===== config.mk =====
export PLATFORM = sky130hd
export DESIGN_NAME = adam_aes_seq
export DESIGN_NICKNAME = d
export VERILOG_FILES = /design/src/rtl/adam_aes_seq_pkg.sv /design/src/rtl/adam_aes_seq.sv
export SDC_FILE = /design/constraint.sdc
export NUM_CORES = 1
export LEC_CHECK = 0
export BUFFER_PORTS_ARGS = -buffer_cell sky130_fd_sc_hd__buf_2
export CAP_MARGIN = 20
export CORE_AREA = 2 2 234 236
export CTS_BUF_LIST = sky130_fd_sc_hd__clkbuf_8
export DETAILED_ROUTE_END_ITERATION = 7
export DIE_AREA = 0 0 236 238
export PLACE_DENSITY = 0.68
export SETUP_SLACK_MARGIN = 0.4
export SLEW_MARGIN = 20
export SYNTH_ARGS = -nofsm -noshare
export SYNTH_HDL_FRONTEND = slang
export SYNTH_SLANG_ARGS = --single-unit

===== constraint.sdc =====
create_clock -name clk -period 6.7 [get_ports clk]
set_clock_uncertainty 0.1 [all_clocks]
set_input_delay 1.34 -clock clk [delete_from_list [all_inputs] [get_ports clk]]
set_output_delay 1.34 -clock clk [all_outputs]
set_load 0.05 [all_outputs]

===== src/rtl/adam_aes_seq_pkg.sv =====
// Shared definitions for the AES peripheral sequencer: register map,
// control/status bit constants and the sequencer state encoding.
package adam_aes_seq_pkg;

   localparam logic [7:0] ADDR_CTRL   = 8'h00;
   localparam logic [7:0] ADDR_CONFIG = 8'h08;
   localparam logic [7:0] ADDR_ER     = 8'h0C;
   localparam logic [7:0] ADDR_KEY    = 8'h14;
   localparam logic [7:0] ADDR_BLOCK  = 8'h18;
   localparam logic [7:0] ADDR_RESULT = 8'h1C;

   localparam int CTRL_START_BIT  = 0;
   localparam int CTRL_ENABLE_BIT = 1;
   localparam int ER_DONE_BIT     = 0;

   localparam logic [31:0] CTRL_ENABLE_ONLY = 32'h2;
   localparam logic [31:0] CTRL_START_EN    = 32'h3;
   localparam logic [31:0] ER_DONE_W1C      = 32'h1;

   typedef enum logic [3:0] {
      IDLE,
      CFG_CTRL,
      CFG_CONFIG,
      CFG_KEY,
      BLK_CLR,
      BLK_WR,
      START,
      POLL,
      RES_RD,
      OUT
   } state_t;

endpackage


===== src/rtl/adam_aes_seq.sv =====
// Bus-master sequencer that streams 128-bit blocks through one AES
// peripheral: key/config programming, block write, start, poll, result read.
import adam_aes_seq_pkg::*;

module adam_aes_seq #(
   parameter int TIMEOUT_CYCLES = 1024,
   parameter int TO_W           = $clog2(TIMEOUT_CYCLES + 1)
) (
   input  logic         clk,
   input  logic         reset_n,
   input  logic         cfg_encdec,
   input  logic         cfg_keylen,
   input  logic [255:0] cfg_key,
   input  logic         key_load,
   output logic         key_loaded,
   input  logic         in_valid,
   output logic         in_ready,
   input  logic [127:0] in_block,
   output logic         out_valid,
   input  logic         out_ready,
   output logic [127:0] out_block,
   output logic         busy,
   output logic         err_timeout,
   output logic         bus_cs,
   output logic         bus_we,
   output logic [7:0]   bus_addr,
   output logic [31:0]  bus_wdata,
   input  logic [31:0]  bus_rdata
);

   state_t            state, state_nx;
   logic [2:0]        beat;
   logic [TO_W-1:0]   to_cnt;
   logic              encdec_q, keylen_q;
   logic [255:0]      key_q;
   logic [127:0]      blk_q;
   logic              done, to_last;

   assign done     = bus_rdata[ER_DONE_BIT];
   assign to_last  = (to_cnt == TO_W'(TIMEOUT_CYCLES - 1));
   assign busy     = (state != IDLE);
   assign in_ready = (state == IDLE) && key_loaded && !key_load;

   always_ff @(posedge clk or negedge reset_n) begin
      if (!reset_n) state <= IDLE;
      else          state <= state_nx;
   end

   always_comb begin
      state_nx = state;
      case (state)
         IDLE:       if (key_load)                state_nx = CFG_CTRL;
                     else if (in_valid && in_ready) state_nx = BLK_CLR;
         CFG_CTRL:   state_nx = CFG_CONFIG;
         CFG_CONFIG: state_nx = CFG_KEY;
         CFG_KEY:    if (beat == 3'd7) state_nx = IDLE;
         BLK_CLR:    state_nx = BLK_WR;
         BLK_WR:     if (beat == 3'd3) state_nx = START;
         START:      state_nx = POLL;
         POLL:       if (done)         state_nx = RES_RD;
                     else if (to_last) state_nx = IDLE;
         RES_RD:     if (beat == 3'd3) state_nx = OUT;
         OUT:        if (out_ready)    state_nx = IDLE;
         default:    state_nx = IDLE;
      endcase
   end

   always_comb begin
      bus_cs    = 1'b0;
      bus_we    = 1'b0;
      bus_addr  = 8'h00;
      bus_wdata = 32'h0;
      out_valid = 1'b0;
      case (state)
         CFG_CTRL:   begin bus_cs = 1'b1; bus_we = 1'b1; bus_addr = ADDR_CTRL;   bus_wdata = CTRL_ENABLE_ONLY; end
         CFG_CONFIG: begin bus_cs = 1'b1; bus_we = 1'b1; bus_addr = ADDR_CONFIG; bus_wdata = {30'b0, keylen_q, encdec_q}; end
         CFG_KEY:    begin bus_cs = 1'b1; bus_we = 1'b1; bus_addr = ADDR_KEY;    bus_wdata = key_q[255 - 32*int'(beat) -: 32]; end
         BLK_CLR:    begin bus_cs = 1'b1; bus_we = 1'b1; bus_addr = ADDR_ER;     bus_wdata = ER_DONE_W1C; end
         BLK_WR:     begin bus_cs = 1'b1; bus_we = 1'b1; bus_addr = ADDR_BLOCK;  bus_wdata = blk_q[127 - 32*int'(beat[1:0]) -: 32]; end
         START:      begin bus_cs = 1'b1; bus_we = 1'b1; bus_addr = ADDR_CTRL;   bus_wdata = CTRL_START_EN; end
         POLL:       begin bus_cs = 1'b1; bus_addr = ADDR_ER; end
         RES_RD:     begin bus_cs = 1'b1; bus_addr = ADDR_RESULT; end
         OUT:        out_valid = 1'b1;
         default:    ;
      endcase
   end

   // Beat restarts on every state change so multi-beat states always begin at word 0.
   always_ff @(posedge clk or negedge reset_n) begin
      if (!reset_n) begin
         beat        <= '0;
         to_cnt      <= '0;
         encdec_q    <= 1'b0;
         keylen_q    <= 1'b0;
         key_q       <= '0;
         blk_q       <= '0;
         out_block   <= '0;
         key_loaded  <= 1'b0;
         err_timeout <= 1'b0;
      end else begin
         beat <= (state_nx != state) ? 3'd0 : beat + 3'd1;

         if (state == START)             to_cnt <= '0;
         else if (state == POLL && !done) to_cnt <= to_cnt + 1'b1;

         if (state == IDLE && key_load) begin
            encdec_q    <= cfg_encdec;
            keylen_q    <= cfg_keylen;
            key_q       <= cfg_key;
            err_timeout <= 1'b0;
            key_loaded  <= 1'b0;
         end
         if (state == CFG_KEY && beat == 3'd7) key_loaded <= 1'b1;

         if (in_valid && in_ready) blk_q <= in_block;

         if (state == POLL && !done && to_last) err_timeout <= 1'b1;

         if (state == RES_RD) out_block[127 - 32*int'(beat[1:0]) -: 32] <= bus_rdata;
      end
   end

endmodule


==> impl_results.html, run 1 <==
<table>
<tr><th>Metric</th><th>Value</th></tr>
<tr><th colspan="2">Power</th></tr>
<tr><td>Total leakage power</td><td>14.2 nW</td></tr>
<tr><td>Power density over cell area</td><td>462 mW/mm2</td></tr>
<tr><td>Peak supply drop</td><td>0.470 mV</td></tr>
<tr><th colspan="2">Setup path</th></tr>
<tr><td>Worst R2R Setup Slack</td><td>3.35 ns</td></tr>
<tr><td>Worst reg2reg endpoint</td><td>beat[0]$_DFF_PN0_</td></tr>
<tr><td>Last element of the critical path</td><td>bus_wdata[0]</td></tr>
<tr><td>Critical Setup Path Class</td><td>reg2out</td></tr>
<tr><td>Nature of the critical path startpoint</td><td>flip-flop</td></tr>
<tr><td>Capturing element type of the critical path</td><td>primary output</td></tr>
<tr><td>Arrival time of the worst setup path</td><td>3.61 ns</td></tr>
<tr><td>Data required time at the worst endpoint</td><td>5.26 ns</td></tr>
<tr><td>Cells on worst reg2reg path</td><td>8</td></tr>
<tr><td>Maximum fanout encountered on the critical timing path</td><td>45</td></tr>
<tr><td>Reg-to-Reg Start</td><td>beat[1]$_DFF_PN0_</td></tr>
<tr><td>Launching element of the worst setup path</td><td>beat[1]$_DFF_PN0_</td></tr>
<tr><th colspan="2">Clock network</th></tr>
<tr><td>Clock root buffer</td><td>clkbuf_8</td></tr>
<tr><td>Max Root-Sink Buffers</td><td>3</td></tr>
<tr><td>Post-cts repair resize count</td><td>0</td></tr>
<tr><td>Hold-fix buffers, CTS</td><td>0</td></tr>
<tr><td>CTS tree</td><td>built</td></tr>
<tr><td>Clock latency on the worst-skew pair</td><td>0.67 ns</td></tr>
<tr><td>Clock slew at reported path FFs</td><td>0.06 ns</td></tr>
<tr><td>Total setup buffers inserted after CTS</td><td>0</td></tr>
<tr><td>H-tree Lvls</td><td>3</td></tr>
<tr><td>Sink Count</td><td>534</td></tr>
<tr><td>Clock buffers created by TritonCTS</td><td>92</td></tr>
<tr><th colspan="2">STA</th></tr>
<tr><td>Final setup vio count</td><td>0</td></tr>
<tr><td>Maximum clock frequency</td><td>198 MHz</td></tr>
<tr><td>Tmin final</td><td>5.05 ns</td></tr>
<tr><td>Share of the cycle needed by the critical path after routing</td><td>75.3%</td></tr>
<tr><td>Worst-margin pin slew</td><td>1.12 ns</td></tr>
<tr><td>Max-Slew Margin vs Limit</td><td>25.3%</td></tr>
<tr><td>Setup repair after global routing missed its margin</td><td>false</td></tr>
<tr><td>Setup TNS</td><td>0 ns</td></tr>
<tr><td>Number of hold-slack violations in the final timing report</td><td>0</td></tr>
<tr><td>Final setup margin</td><td>1.65 ns</td></tr>
<tr><td>Final count of pins violating max slew</td><td>0</td></tr>
<tr><th colspan="2">Global routing</th></tr>
<tr><td>Total congestion overflow</td><td>0</td></tr>
<tr><td>Largest net degree at the start of global routing</td><td>179</td></tr>
<tr><td>Via count of the first global-routing pass</td><td>17.3k</td></tr>
<tr><td>Combined global-route utilization of all metal layers</td><td>25.0%</td></tr>
<tr><td>First-pass GRT wire length</td><td>105,000 um</td></tr>
<tr><td>Number of antenna violations at the first check in global routing</td><td>55</td></tr>
<tr><th colspan="2">Placement</th></tr>
<tr><td>DP HPWL</td><td>51,200 um</td></tr>
<tr><td>Count of input and output buffers</td><td>592</td></tr>
<tr><td>Global placer's final weighted congestion</td><td>0.893</td></tr>
<tr><td>Worst setup timing slack at the placement stage</td><td>2.24 ns</td></tr>
<tr><th colspan="2">Yosys</th></tr>
<tr><td>Total of warnings raised by yosys</td><td>0</td></tr>
<tr><td>Ys flop type</td><td>dfrtp_1</td></tr>
<tr><td>Gate count after technology mapping</td><td>1,759</td></tr>
<tr><td>Number of synthesized register bits</td><td>534</td></tr>
<tr><td>Netlist Area Pre-Place</td><td>0.0238 mm2</td></tr>
<tr><td>Post-synthesis cell type with the largest combined area</td><td>dfrtp_1</td></tr>
<tr><td>Dominant cells by area after synthesis</td><td>dfrtp_1 (56%), mux2_2 (14%), mux4_2 (9.1%)</td></tr>
<tr><td>Number of enable flip-flop cells after synthesis</td><td>0</td></tr>
<tr><td>Synth top area share</td><td>56.2%</td></tr>
<tr><td>Seq/Total Area, Yosys</td><td>56.2%</td></tr>
<tr><td>Synth async-reset ratio</td><td>100%</td></tr>
<tr><td>Synthesized area divided by synthesized cell count</td><td>13.5 um2</td></tr>
<tr><td>Count of different cell masters after synthesis</td><td>50</td></tr>
<tr><th colspan="2">Final layout</th></tr>
<tr><td>Count of nets after finishing</td><td>2,775</td></tr>
<tr><td>P&amp;R area growth vs syn</td><td>22.6%</td></tr>
<tr><td>Share of layout cells above drive strength 1</td><td>47.6%</td></tr>
<tr><td>Filler cells</td><td>4,550</td></tr>
<tr><th colspan="2">Route</th></tr>
<tr><td>Antenna Violating Nets Remaining</td><td>0</td></tr>
<tr><td>Routed WL</td><td>70,300 um</td></tr>
<tr><td>DRC violations left</td><td>0</td></tr>
<tr><td>Length of the first detailed-routing pass in iterations</td><td>5</td></tr>
<tr><td>Routed len/inst</td><td>22.3 um</td></tr>
<tr><td>Ratio of routed vias to standard cells</td><td>5.27</td></tr>
<tr><td>Number of DRC violations after detailed-routing iteration 0</td><td>954</td></tr>
<tr><td>DR vias</td><td>16.6k</td></tr>
<tr><th colspan="2">Die</th></tr>
<tr><td>Vertical extent of the die</td><td>238 um</td></tr>
<tr><td>Horizontal extent of the die</td><td>236 um</td></tr>
<tr><td>Number of I/O pins</td><td>598</td></tr>
<tr><td>Number of placement rows</td><td>85</td></tr>
<tr><td>Initial core utilization</td><td>44.4%</td></tr>
<tr><td>Core region area</td><td>0.0535 mm2</td></tr>
<tr><td>Area enclosed by the die boundary</td><td>0.0562 mm2</td></tr>
<tr><th colspan="2">Worst hold path</th></tr>
<tr><td>Class of the tightest hold or removal check</td><td>reg2reg</td></tr>
<tr><th colspan="2">Run status</th></tr>
<tr><td>Result of the run</td><td>finished clean</td></tr>
<tr><th colspan="2">Job</th></tr>
<tr><td>Max capacitance violation total</td><td>0</td></tr>
</table>
==> Yosys cell counts, types with 5 or more instances <==
master	number
mux2_1	99
mux2_2	287
mux2i_1	33
inv_1	40
nand2_1	277
nand3_1	5
dfrtp_1	534
nand2b_1	7
buf_1	6
ha_1	7
mux4_2	96
a21oi_1	7
nor2_1	21
nor3_1	6
buf_4	10
o21ai_0	131
xor2_1	6
o22ai_1	34
clkbuf_1	37
buf_2	50
buf_6	12
buf_8	9
==> logic make-up (layout without fill, tap and decap cells) <==
logic type,count (synthesis),in the layout,synth area share (%)
compound gates,190,190,4.41
xor+xnor,10,10,0.369
fa+ha+maj,7,7,0.369
buf+inv,166,826,3.92
flops,534,534,56.2
mux,515,515,28.8
other cells,1,32,0.0158
simple gates,336,336,5.88
==> stage by stage <==
| stage | instance area (um2) | power, mW | utilization (%) | std cells | hold WS, ns |
|---|---|---|---|---|---|
| after global placement | 27100 | 10.4 | 50.6 | 2946 | 0.355 |
| after global routing | 29100 | 14.2 | 54.4 | 3134 | 0.392 |
| after detailed placement | 27100 | 10.6 | 50.7 | 2947 | 0.364 |
| after CTS | 29000 | 13.6 | 54.3 | 3119 | 0.378 |
| after floorplan | 23800 | 8.80 | - | 1763 | 0.352 |
| final | 29100 | 13.4 | 54.4 | 3146 | 0.373 |
==> final cells by class <==
type	instances	area (um2)	area share (%)
diodes	27	67.6	0.232
flip-flops and latches	534	13400	45.9
inverters	41	154	0.528
clock buffers	117	1610	5.53
repair buffers	613	3200	11.0
multi-input cells	1063	9530	32.7
clock inverters	55	315	1.08
well taps	696	871	2.99
==> flip-flops by register name, summed over array words and instances, names as in the netlist, 3 cells and up <==
signal and flops:
out_block 128, to_cnt 11, beat 3, state 4, blk_q 128, key_q 256
==> cells in the final DEF (no fill, tap or decap), types with 5 or more instances in the layout <==
cell	instances
nand3_1	5
mux2_2	287
a21oi_1	7
conb_1	5
o21ai_0	131
dfrtp_1	532
nand2b_1	7
diode_2	27
buf_2	591
o22ai_1	34
mux2i_1	33
clkbuf_8	117
mux2_1	99
ha_1	7
nor2_2	5
mux4_2	96
inv_1	74
nand2_1	272
clkinv_2	14
buf_4	16
nor2_1	17
xor2_1	6
nor3_1	6
==> critical path, stage by stage (launching register included) <==
cell and delay [ns]:
dfrtp_4 0.86, buf_4 0.59, buf_4 0.47, mux4_2 0.36, mux2i_1 0.17, o22ai_1 0.13, buf_2 0.26
==> power breakdown <==
part           internal [mW]  switching (mW)
Clock                   1.66            1.37
Combinational           2.20            3.01
Sequential              4.42           0.796
==> routing by layer <==
metal	vias up	global-route usage (%)	part of all wire, %
li1	7470	-	-
met1	8281	27.6	36
met2	602	44.4	52
met3	166	9.17	8.5
met4	54	8.86	3.0
met5	-	0	0.48
==> how the worst min path moves through the flow <==
| stage | from | slack [ns] | cells past startpoint | endpoint |
|---|---|---|---|---|
| 6_report | out_block[51]$_DFFE_PN0P_ | 0.37 | 2 | out_block[51]$_DFFE_PN0P_ |
| 5_1_grt | out_block[54]$_DFFE_PN0P_ | 0.39 | 2 | out_block[54]$_DFFE_PN0P_ |
| 4_1_cts | out_block[51]$_DFFE_PN0P_ | 0.38 | 2 | out_block[51]$_DFFE_PN0P_ |
| 3_5_place_dp | err_timeout$_DFFE_PN0P_ | 0.36 | 2 | err_timeout$_DFFE_PN0P_ |
| 3_3_place_gp | out_block[113]$_DFFE_PN0P_ | 0.36 | 2 | out_block[113]$_DFFE_PN0P_ |
| 2_1_floorplan | blk_q[32]$_DFFE_PN0P_ | 0.35 | 1 | blk_q[32]$_DFFE_PN0P_ |
No activity file was read; power rests on OpenSTA's default activity.
==> run 2, diff against run 1 <==
--- a/config.mk
+++ b/config.mk
@@ -7,11 +7,11 @@
 export LEC_CHECK = 0
 export BUFFER_PORTS_ARGS = -buffer_cell sky130_fd_sc_hd__buf_2
 export CAP_MARGIN = 20
-export CORE_AREA = 2 2 234 236
+export CORE_AREA = 2 2 235 237
 export CTS_BUF_LIST = sky130_fd_sc_hd__clkbuf_8
 export DETAILED_ROUTE_END_ITERATION = 7
-export DIE_AREA = 0 0 236 238
-export PLACE_DENSITY = 0.68
+export DIE_AREA = 0 0 237 239
+export PLACE_DENSITY = 0.71
 export SETUP_SLACK_MARGIN = 0.4
 export SLEW_MARGIN = 20
 export SYNTH_ARGS = -nofsm -noshare
==> constraint.sdc (replaced) <==
create_clock -name clk -period 4.6 [get_ports clk]
set_clock_uncertainty 0.1 [all_clocks]
set_input_delay 0.92 -clock clk [delete_from_list [all_inputs] [get_ports clk]]
set_output_delay 0.92 -clock clk [all_outputs]
set_load 0.05 [all_outputs]
==> run 2 against run 1 <==
Global-route usage grew 0.75 points; clock power grew 35%; non-clock buffer count grew 17; first-iteration DRC count grew 11%; total power grew 46%; final area grew 0.31%; die area grew 0.85%; via count grew 1.0%; utilization shrank 0.68 points; sequential share of layout area shrank 0.13 points; critical path type unchanged; critical endpoint is now bus_wdata[18].
==> impl_results.html, run 2 (same netlist as run 1, synthesis figures left out) <==
<table>
<tr><th>Metric</th><th>Value</th></tr>
<tr><th colspan="2">Global routing</th></tr>
<tr><td>Total congestion overflow</td><td>0</td></tr>
<tr><td>First-pass GRT wire length</td><td>108,000 um</td></tr>
<tr><td>Via count of the first global-routing pass</td><td>17.9k</td></tr>
<tr><td>Largest net degree at the start of global routing</td><td>97</td></tr>
<tr><td>Combined global-route utilization of all metal layers</td><td>25.8%</td></tr>
<tr><td>Number of antenna violations at the first check in global routing</td><td>40</td></tr>
<tr><th colspan="2">Die</th></tr>
<tr><td>Horizontal extent of the die</td><td>237 um</td></tr>
<tr><td>Area enclosed by the die boundary</td><td>0.0566 mm2</td></tr>
<tr><td>Number of I/O pins</td><td>598</td></tr>
<tr><td>Number of placement rows</td><td>86</td></tr>
<tr><td>Initial core utilization</td><td>43.7%</td></tr>
<tr><td>Vertical extent of the die</td><td>239 um</td></tr>
<tr><td>Core region area</td><td>0.0543 mm2</td></tr>
<tr><th colspan="2">Final layout</th></tr>
<tr><td>Final std cell area, no fill</td><td>0.0292 mm2</td></tr>
<tr><td>Filler cells</td><td>4,569</td></tr>
<tr><td>Number of flip-flops in the largest register</td><td>256</td></tr>
<tr><td>Final core utilization</td><td>53.8%</td></tr>
<tr><td>Count of nets after finishing</td><td>2,789</td></tr>
<tr><td>Leading cell type in the layout, fill and taps excluded</td><td>buf_2</td></tr>
<tr><td>P&amp;R area growth vs syn</td><td>22.9%</td></tr>
<tr><td>Biggest register</td><td>key_q</td></tr>
<tr><td>Share of layout cells above drive strength 1</td><td>47.9%</td></tr>
<tr><td>Largest registers</td><td>key_q: 256 flops, blk_q: 128 flops, out_block: 128 flops</td></tr>
<tr><td>Commonest non-fill, non-tap cells in the layout</td><td>buf_2 (591), dfrtp_1 (530), mux2_2 (287), nand2_1 (272), o21ai_0 (131)</td></tr>
<tr><th colspan="2">Placement</th></tr>
<tr><td>DP HPWL</td><td>53,200 um</td></tr>
<tr><td>Global placer's final weighted congestion</td><td>0.896</td></tr>
<tr><td>Placement-stage cell area</td><td>0.0273 mm2</td></tr>
<tr><td>Count of input and output buffers</td><td>592</td></tr>
<tr><th colspan="2">Clock network</th></tr>
<tr><td>Hold-fix buffers, CTS</td><td>0</td></tr>
<tr><td>Clock latency on the worst-skew pair</td><td>0.66 ns</td></tr>
<tr><td>CTS tree</td><td>built</td></tr>
<tr><td>Clock slew at reported path FFs</td><td>0.06 ns</td></tr>
<tr><td>H-tree Lvls</td><td>3</td></tr>
<tr><td>Sink Count</td><td>534</td></tr>
<tr><td>Max Root-Sink Buffers</td><td>3</td></tr>
<tr><td>Clock buffers created by TritonCTS</td><td>89</td></tr>
<tr><td>Clock root buffer</td><td>clkbuf_8</td></tr>
<tr><th colspan="2">Job</th></tr>
<tr><td>Max capacitance violation total</td><td>0</td></tr>
<tr><th colspan="2">Power</th></tr>
<tr><td>Total Power Consumption</td><td>19.6 mW</td></tr>
<tr><td>Peak supply drop</td><td>0.918 mV</td></tr>
<tr><td>Power density over cell area</td><td>671 mW/mm2</td></tr>
<tr><td>Total leakage power</td><td>14.2 nW</td></tr>
<tr><th colspan="2">STA</th></tr>
<tr><td>Tmin final</td><td>4.02 ns</td></tr>
<tr><td>Maximum clock frequency</td><td>249 MHz</td></tr>
<tr><td>Setup repair after global routing missed its margin</td><td>false</td></tr>
<tr><td>Max-Slew Margin vs Limit</td><td>33.9%</td></tr>
<tr><td>Number of hold-slack violations in the final timing report</td><td>0</td></tr>
<tr><td>Worst-margin pin slew</td><td>0.992 ns</td></tr>
<tr><td>Share of the cycle needed by the critical path after routing</td><td>87.3%</td></tr>
<tr><td>Final setup vio count</td><td>0</td></tr>
<tr><td>Setup TNS</td><td>0 ns</td></tr>
<tr><td>Final count of pins violating max slew</td><td>0</td></tr>
<tr><th colspan="2">Run status</th></tr>
<tr><td>Result of the run</td><td>finished clean</td></tr>
<tr><th colspan="2">Route</th></tr>
<tr><td>Number of DRC violations after detailed-routing iteration 0</td><td>1,062</td></tr>
<tr><td>Routed len/inst</td><td>23.1 um</td></tr>
<tr><td>DRC violations left</td><td>0</td></tr>
<tr><td>Ratio of routed vias to standard cells</td><td>5.32</td></tr>
<tr><td>Routed WL</td><td>72,700 um</td></tr>
<tr><td>Length of the first detailed-routing pass in iterations</td><td>7</td></tr>
<tr><td>Antenna Violating Nets Remaining</td><td>0</td></tr>
<tr><td>DR vias</td><td>16.7k</td></tr>
<tr><th colspan="2">Setup path</th></tr>
<tr><td>Nature of the critical path startpoint</td><td>flip-flop</td></tr>
<tr><td>Arrival time of the worst setup path</td><td>3.00 ns</td></tr>
<tr><td>Data required time at the worst endpoint</td><td>3.58 ns</td></tr>
<tr><td>Peak per-stage delay on the critical path</td><td>0.77 ns</td></tr>
<tr><td>Family with the most delay on the worst path</td><td>flip-flops</td></tr>
<tr><td>Capturing element type of the critical path</td><td>primary output</td></tr>
<tr><td>Worst R2R Setup Slack</td><td>1.56 ns</td></tr>
<tr><td>Maximum fanout encountered on the critical timing path</td><td>34</td></tr>
<tr><td>Worst path bufs/invs</td><td>2</td></tr>
<tr><td>Critical-path cell list</td><td>nand2_1 -&gt; or3_1 -&gt; buf_4 -&gt; o22ai_1 -&gt; buf_2</td></tr>
<tr><td>Critical path's slowest cell</td><td>dfrtp_1</td></tr>
<tr><td>Critical Setup Path Class</td><td>reg2out</td></tr>
<tr><th colspan="2">Worst hold path</th></tr>
<tr><td>Class of the tightest hold or removal check</td><td>in2async</td></tr>
</table>
-- run 2: cell count changes in the layout (fill, tap and decap cells not counted), sizes merged --
cell and delta:
inv -2, clkinvlp +1, bufinv -1, clkinv -5, diode -5, clkbuf -11
buf +17
-- run 2: through the flow --
stage | hold WS, ns | instances | setup slack [ns]
global placement | 0.356 | 2967 | 0.839
finish | 0.190 | 3148 | 0.583
floorplan | 0.352 | 1763 | 1.31
global route | 0.208 | 3138 | 0.416
detailed placement | 0.365 | 2967 | 0.809
CTS | 0.159 | 3126 | 0.460
-- run 2: routing by layer --
layer / track usage (%) / vias up / part of all wire [%]
met2: 44.7 / 665 / 51
li1: - / 7467 / -
met5: 0 / - / 0.37
met4: 13.4 / 40 / 4.7
met1: 28.9 / 8383 / 36
met3: 7.52 / 189 / 7.9
-- run 2: repair_timing --
action,CTS,global route
buffers inserted,5,0
resized for setup,4,2
setup endpoints to repair,30,6
-- run 2: cell type report --
| class | instances | area [um2] | area share (%) |
|---|---|---|---|
| clock inverter | 48 | 265 | 0.908 |
| clock buffer | 106 | 1460 | 4.99 |
| tap | 704 | 881 | 3.02 |
| inverter | 41 | 154 | 0.527 |
| multi-input combinational | 1063 | 9550 | 32.7 |
| sequential | 534 | 13400 | 45.8 |
| timing repair buffer | 630 | 3470 | 11.9 |
| antenna | 22 | 55.1 | 0.188 |
-- run 2: final timing paths --
check / start / cells after the start / endpoint
worst max-delay path: state[1]$_DFF_PN0_ / 5 / bus_wdata[18]
worst min-delay path: reset_n / 1 / out_block[46]$_DFFE_PN0P_
worst max register to register: state[1]$_DFF_PN0_ / 4 / blk_q[9]$_DFFE_PN0P_
worst min register to register: out_block[18]$_DFFE_PN0P_ / 2 / out_block[18]$_DFFE_PN0P_
max in group asynchronous: reset_n / 3 / out_block[104]$_DFFE_PN0P_
min in group clk: in_block[46] / 2 / blk_q[46]$_DFFE_PN0P_
-- run 2: power by group --
part | switching [mW] | internal [mW]
clock network | 1.95 | 2.15
registers | 1.14 | 6.44
logic | 4.59 | 3.34
